$ cat src/rtl/nim_turn_ctrl.sv
// rtl/nim_turn_ctrl.sv - two-player Nim turn controller with BCD pile and score pulses
module nim_turn_ctrl #(
  parameter int MAX_TAKE = 3
) (
  input  logic       clk,
  input  logic       reset,
  input  logic       start,
  input  logic       take,
  input  logic       pass,
  input  logic [3:0] init_tens,
  input  logic [3:0] init_ones,
  output logic [3:0] pile_tens,
  output logic [3:0] pile_ones,
  output logic       player,
  output logic [1:0] taken_cnt,
  output logic       game_over,
  output logic       winner,
  output logic       inc_left,
  output logic       inc_right
);

  typedef enum logic [1:0] {IDLE, TURN, WIN} state_t;

  localparam logic [1:0] MAX_TAKE_C = 2'(MAX_TAKE);

  state_t     state_q, state_d;
  logic       start_prev_q, take_prev_q, pass_prev_q;
  // High for the first cycle after reset so a button held through release
  // is captured as the previous level instead of being seen as a new press.
  logic       rst_mask_q;
  logic [3:0] tens_q, tens_d;
  logic [3:0] ones_q, ones_d;
  logic       player_q, player_d;
  logic [1:0] taken_q, taken_d;
  logic       game_over_q, game_over_d;
  logic       winner_q, winner_d;
  logic       inc_left_q, inc_left_d;
  logic       inc_right_q, inc_right_d;
  logic       next_first_q, next_first_d;

  logic       start_ev, take_ev, pass_ev;
  logic [3:0] ld_tens, ld_ones;
  logic [3:0] dec_tens, dec_ones;
  logic [1:0] taken_inc;

  assign start_ev  = start & ~start_prev_q & ~rst_mask_q;
  assign take_ev   = take  & ~take_prev_q  & ~rst_mask_q;
  assign pass_ev   = pass  & ~pass_prev_q  & ~rst_mask_q;

  assign ld_tens   = (init_tens > 4'd9) ? 4'd9 : init_tens;
  assign ld_ones   = (init_ones > 4'd9) ? 4'd9 : init_ones;

  assign dec_ones  = (ones_q == 4'd0) ? 4'd9 : (ones_q - 4'd1);
  assign dec_tens  = (ones_q == 4'd0) ? (tens_q - 4'd1) : tens_q;
  assign taken_inc = taken_q + 2'd1;

  // Next-state and registered-output decode; take wins over a same-cycle pass.
  always_comb begin
    state_d      = state_q;
    tens_d       = tens_q;
    ones_d       = ones_q;
    player_d     = player_q;
    taken_d      = taken_q;
    game_over_d  = game_over_q;
    winner_d     = winner_q;
    inc_left_d   = 1'b0;
    inc_right_d  = 1'b0;
    next_first_d = next_first_q;

    case (state_q)
      IDLE, WIN: begin
        if (start_ev) begin
          taken_d     = 2'd0;
          game_over_d = 1'b0;
          if ((ld_tens == 4'd0) && (ld_ones == 4'd0)) begin
            tens_d  = 4'd0;
            ones_d  = 4'd0;
            state_d = IDLE;
          end else begin
            tens_d       = ld_tens;
            ones_d       = ld_ones;
            player_d     = next_first_q;
            next_first_d = ~next_first_q;
            state_d      = TURN;
          end
        end
      end
      TURN: begin
        if (take_ev) begin
          tens_d = dec_tens;
          ones_d = dec_ones;
          if ((dec_tens == 4'd0) && (dec_ones == 4'd0)) begin
            state_d     = WIN;
            game_over_d = 1'b1;
            winner_d    = player_q;
            inc_left_d  = ~player_q;
            inc_right_d = player_q;
            taken_d     = 2'd0;
          end else if (taken_inc == MAX_TAKE_C) begin
            player_d = ~player_q;
            taken_d  = 2'd0;
          end else begin
            taken_d = taken_inc;
          end
        end else if (pass_ev && (taken_q != 2'd0)) begin
          player_d = ~player_q;
          taken_d  = 2'd0;
        end
      end
      default: state_d = IDLE;
    endcase
  end

  // State, edge-detect and output registers with synchronous reset.
  always_ff @(posedge clk) begin
    if (reset) begin
      state_q      <= IDLE;
      start_prev_q <= 1'b0;
      take_prev_q  <= 1'b0;
      pass_prev_q  <= 1'b0;
      rst_mask_q   <= 1'b1;
      tens_q       <= 4'd0;
      ones_q       <= 4'd0;
      player_q     <= 1'b0;
      taken_q      <= 2'd0;
      game_over_q  <= 1'b0;
      winner_q     <= 1'b0;
      inc_left_q   <= 1'b0;
      inc_right_q  <= 1'b0;
      next_first_q <= 1'b0;
    end else begin
      state_q      <= state_d;
      start_prev_q <= start;
      take_prev_q  <= take;
      pass_prev_q  <= pass;
      rst_mask_q   <= 1'b0;
      tens_q       <= tens_d;
      ones_q       <= ones_d;
      player_q     <= player_d;
      taken_q      <= taken_d;
      game_over_q  <= game_over_d;
      winner_q     <= winner_d;
      inc_left_q   <= inc_left_d;
      inc_right_q  <= inc_right_d;
      next_first_q <= next_first_d;
    end
  end

  assign pile_tens = tens_q;
  assign pile_ones = ones_q;
  assign player    = player_q;
  assign taken_cnt = taken_q;
  assign game_over = game_over_q;
  assign winner    = winner_q;
  assign inc_left  = inc_left_q;
  assign inc_right = inc_right_q;

endmodule
$ cat config.mk
export PLATFORM = sky130hd
export DESIGN_NAME = nim_turn_ctrl
export DESIGN_NICKNAME = d
export VERILOG_FILES = /design/src/rtl/nim_turn_ctrl.sv
export SDC_FILE = /design/constraint.sdc
export NUM_CORES = 1
export LEC_CHECK = 0
export CORE_ASPECT_RATIO = 0.9
export CORE_MARGIN = 10
export CORE_UTILIZATION = 34
export CTS_BUF_LIST = sky130_fd_sc_hd__clkbuf_16
export DETAILED_ROUTE_END_ITERATION = 8
export DONT_BUFFER_PORTS = 1
export PLACE_DENSITY_LB_ADDON = 0.2
export REMOVE_ABC_BUFFERS = 1
export SLEW_MARGIN = 20
export SYNTH_ARGS = -nofsm -noshare
export SYNTH_HDL_FRONTEND = slang
export SYNTH_SLANG_ARGS = --single-unit
$ cat constraint.sdc
create_clock -name clk -period 3.3 [get_ports clk]
set_clock_uncertainty 0.1 [all_clocks]
set_input_delay 0.33 -clock clk [delete_from_list [all_inputs] [get_ports clk]]
set_output_delay 0.33 -clock clk [all_outputs]
set_load 0.02 [all_outputs]
==> results_dict.tcl <==
set metrics [dict create \
    drt_pass1_iterations 4 \
    antenna_found_initial 0 \
    critPathBufInv 0 \
    critPathKind "register to register" \
    dpl_cell_area_sq_um 1160 \
    r2r_cells 5 \
    cts_resized 0 \
    drv_slew 0 \
    antenna_left 0 \
    post-route-min-period_ps 2050 \
    grt_pass1_vias 888 \
    vias 931 \
    synthTopCellsByArea "dfxtp_1, nor2_1, a221oi_2" \
    rsz0062_at_grt "no" \
    worst_slew_pin_slew_ps 802 \
    p_per_area_nw_per_um2 504 \
    diodes 0 \
    first_iter_violations 86 \
    final.setup.tns_ps 0 \
    period_share_pct 62.2 \
    io_buffers 0 \
    htreeDepth 1 \
    synth_warnings 0 \
    synthDominantCellAreaShare_pct 39.0 \
    cp_slowest_stage_delay_ps 650 \
    synth_common_cells "dfxtp_1, nor2_1, nand2_1" \
    initial_utilization_pct 36.2 \
    fin_total_pwr_mw 0.627 \
    ys_async_sr_fraction_pct 0 \
    critPathTopFamily "simple AND/OR/NAND/NOR gates" \
    final.fill_count 320 \
    cp.required_ps 3360 \
    wl_um 2820 \
    path_max_fanout 19 \
    post_drt_wl_per_cell_um 16.5 \
    end_kind "register" \
    startpoint "state_q[1]" \
    synth.most_common_cell "dfxtp_1" \
    crit_cells 5 \
    ctsRootBufferMaster "clkbuf_16" \
    r2r_end "pile_tens[1]" \
    postCtsSetupBuffers 0 \
    die_h_um 74.7 \
    gp_congestion 0.812 \
    synth-edff-count 0 \
    worstSetupEndpoint "pile_tens[1]" \
    top_level_ports 28 \
    syn_inst 130 \
    vias_per_cell 5.44 \
    design_area_sq_um 1240 \
    clk_path_buf_depth 2 \
    synth_top_area_cell "dfxtp_1" \
    setup.worst_path.start_class "register" \
    crit_slowest_cell "nand2b_1" \
    clock.fmax_mhz 488 \
    utilization_pct 39.9 \
    place_ws_ps 1270 \
    status "complete, no violations" \
    p_leak_nw 0.417 \
    rows 19 \
    dpl.hpwl_um 2180 \
    netlist_area_sq_um 1130 \
    core_sq_um 3110 \
    ys_types 44 \
    cts_buffers 3 \
    grt_pass1_wl_um 4550 \
    gr-total-overflow 0 \
    nets 145 \
    synth_ff_type "dfxtp_1" \
    drc 0 \
    syn2layout_area_growth_pct 10.2 \
    rrSetupSlack_ps 1250 \
    dieWidth_um 80.7 \
    cts.sinks 22 \
    timing.max_cap.violations 0 \
    grt_start_max_net_pins 23 \
    yosysSeqAreaShare_pct 39.0 \
    postSynthAreaPerCell_sq_um 8.68 \
    relSlewSlack_pct 46.5 \
    crit_chain "nand2b_1, nor2_4, nor2_1, a31oi_1, a221oi_1" \
    cts_tree "built" \
    clk_latency_ps 250 \
    r2r_start "state_q[1]" \
    vdd_drop_max_v 0.000263 \
    finalWorstSetupSlack_ps 1250 \
    synth-seq-cells 22 \
    dieArea_sq_um 6030 \
    worstPathArrival_ps 2110 \
    hold_buffers 0 \
    min_path_type "input port to register" \
    finalHoldViolations 0 \
    layout-drive-gt1-share_pct 11.6 \
    clk_pin_slew_ps 50 \
    groute.usage.overall_pct 9.50 \
    finalSetupViolations 0 \
]
[logic make-up after synthesis]
group                      count (synthesis)  share of synthesized area (%)
muxes                                      1                          0.887
AOI/OAI and AO/OA                         33                           21.6
and+or+nand+nor                           62                           32.9
buffers and inverters                     10                           3.66
xor gates and xnor gates                   1                          0.776
DFF                                       22                           39.0
adders and majority gates                  1                           1.11
[state kept, by name, summed over array words and instances, names as in the netlist, 2 cells and up]
signal,cells
pile_tens,4
taken_cnt,2
state_q,2
pile_ones,4
[worst min path at each step]
stage | start | to | slack [ps] | cells after the start
after floorplan | reset | rst_mask_q | 260 | 0
after global placement | reset | rst_mask_q | 260 | 0
after detailed placement | reset | rst_mask_q | 260 | 0
after CTS | reset | rst_mask_q | 2 | 0
after global routing | reset | pile_ones[3] | 40 | 1
final | reset | pile_ones[3] | 50 | 1
[final cells by class]
cell class | instances | area [sq um] | share of cell area [%]
Multi-Input combinational cell | 98 | 647 | 52.0
Tap cell | 42 | 52.6 | 4.23
Clock buffer | 3 | 75.1 | 6.04
Timing Repair Buffer | 1 | 10.0 | 0.805
Sequential cell | 22 | 440 | 35.4
Inverter | 5 | 18.8 | 1.51
[cell usage in the layout (no fill, tap or decap), drive strengths merged]
cell type and n:
nor4 5, mux2i 1, o2bb2ai 1, a311oi 2
o21ai 10, and3 2, nor3b 1, o21a 2
a21oi 8, a32oi 1, nor4b 1, a22oi 1
clkbuf 3, dlygate4sd3 1, or3b 2, nand3 3
nand3b 2, and4b 1, nand2b 3, dfxtp 22
o211ai 1, nor3 7, xor2 1, a31oi 2
inv 5, or4b 1, a221oi 4, nand4 1
nor2b 4, nor2 15, nand2 12, nand4b 1
o31ai 1, ha 1, or4 1
[through the flow]
| stage | cells | hold WS (ps) |
|---|---|---|
| global placement | 167 | 262 |
| floorplan | 125 | 258 |
| global route | 171 | 37.4 |
| CTS | 170 | 1.55 |
| detailed placement | 167 | 262 |
| finish | 171 | 46.7 |
[power by group]
group | leakage, nW | total, mW | switching, mW | internal (mW)
clock | 0.0370 | 0.245 | 0.0855 | 0.160
combinational | 0.200 | 0.0786 | 0.0458 | 0.0327
sequential | 0.180 | 0.303 | 0.0253 | 0.278
[metal layers]
| metal | track usage, % | routed length [um] | up-vias |
|---|---|---|---|
| met5 | 0 | 0 | - |
| met4 | 3.45 | 23 | 0 |
| met3 | 3.93 | 252 | 2 |
| met2 | 14.8 | 1310 | 22 |
| met1 | 11.5 | 1230 | 429 |
| li1 | - | - | 478 |
(Power assumes the default switching activity.)
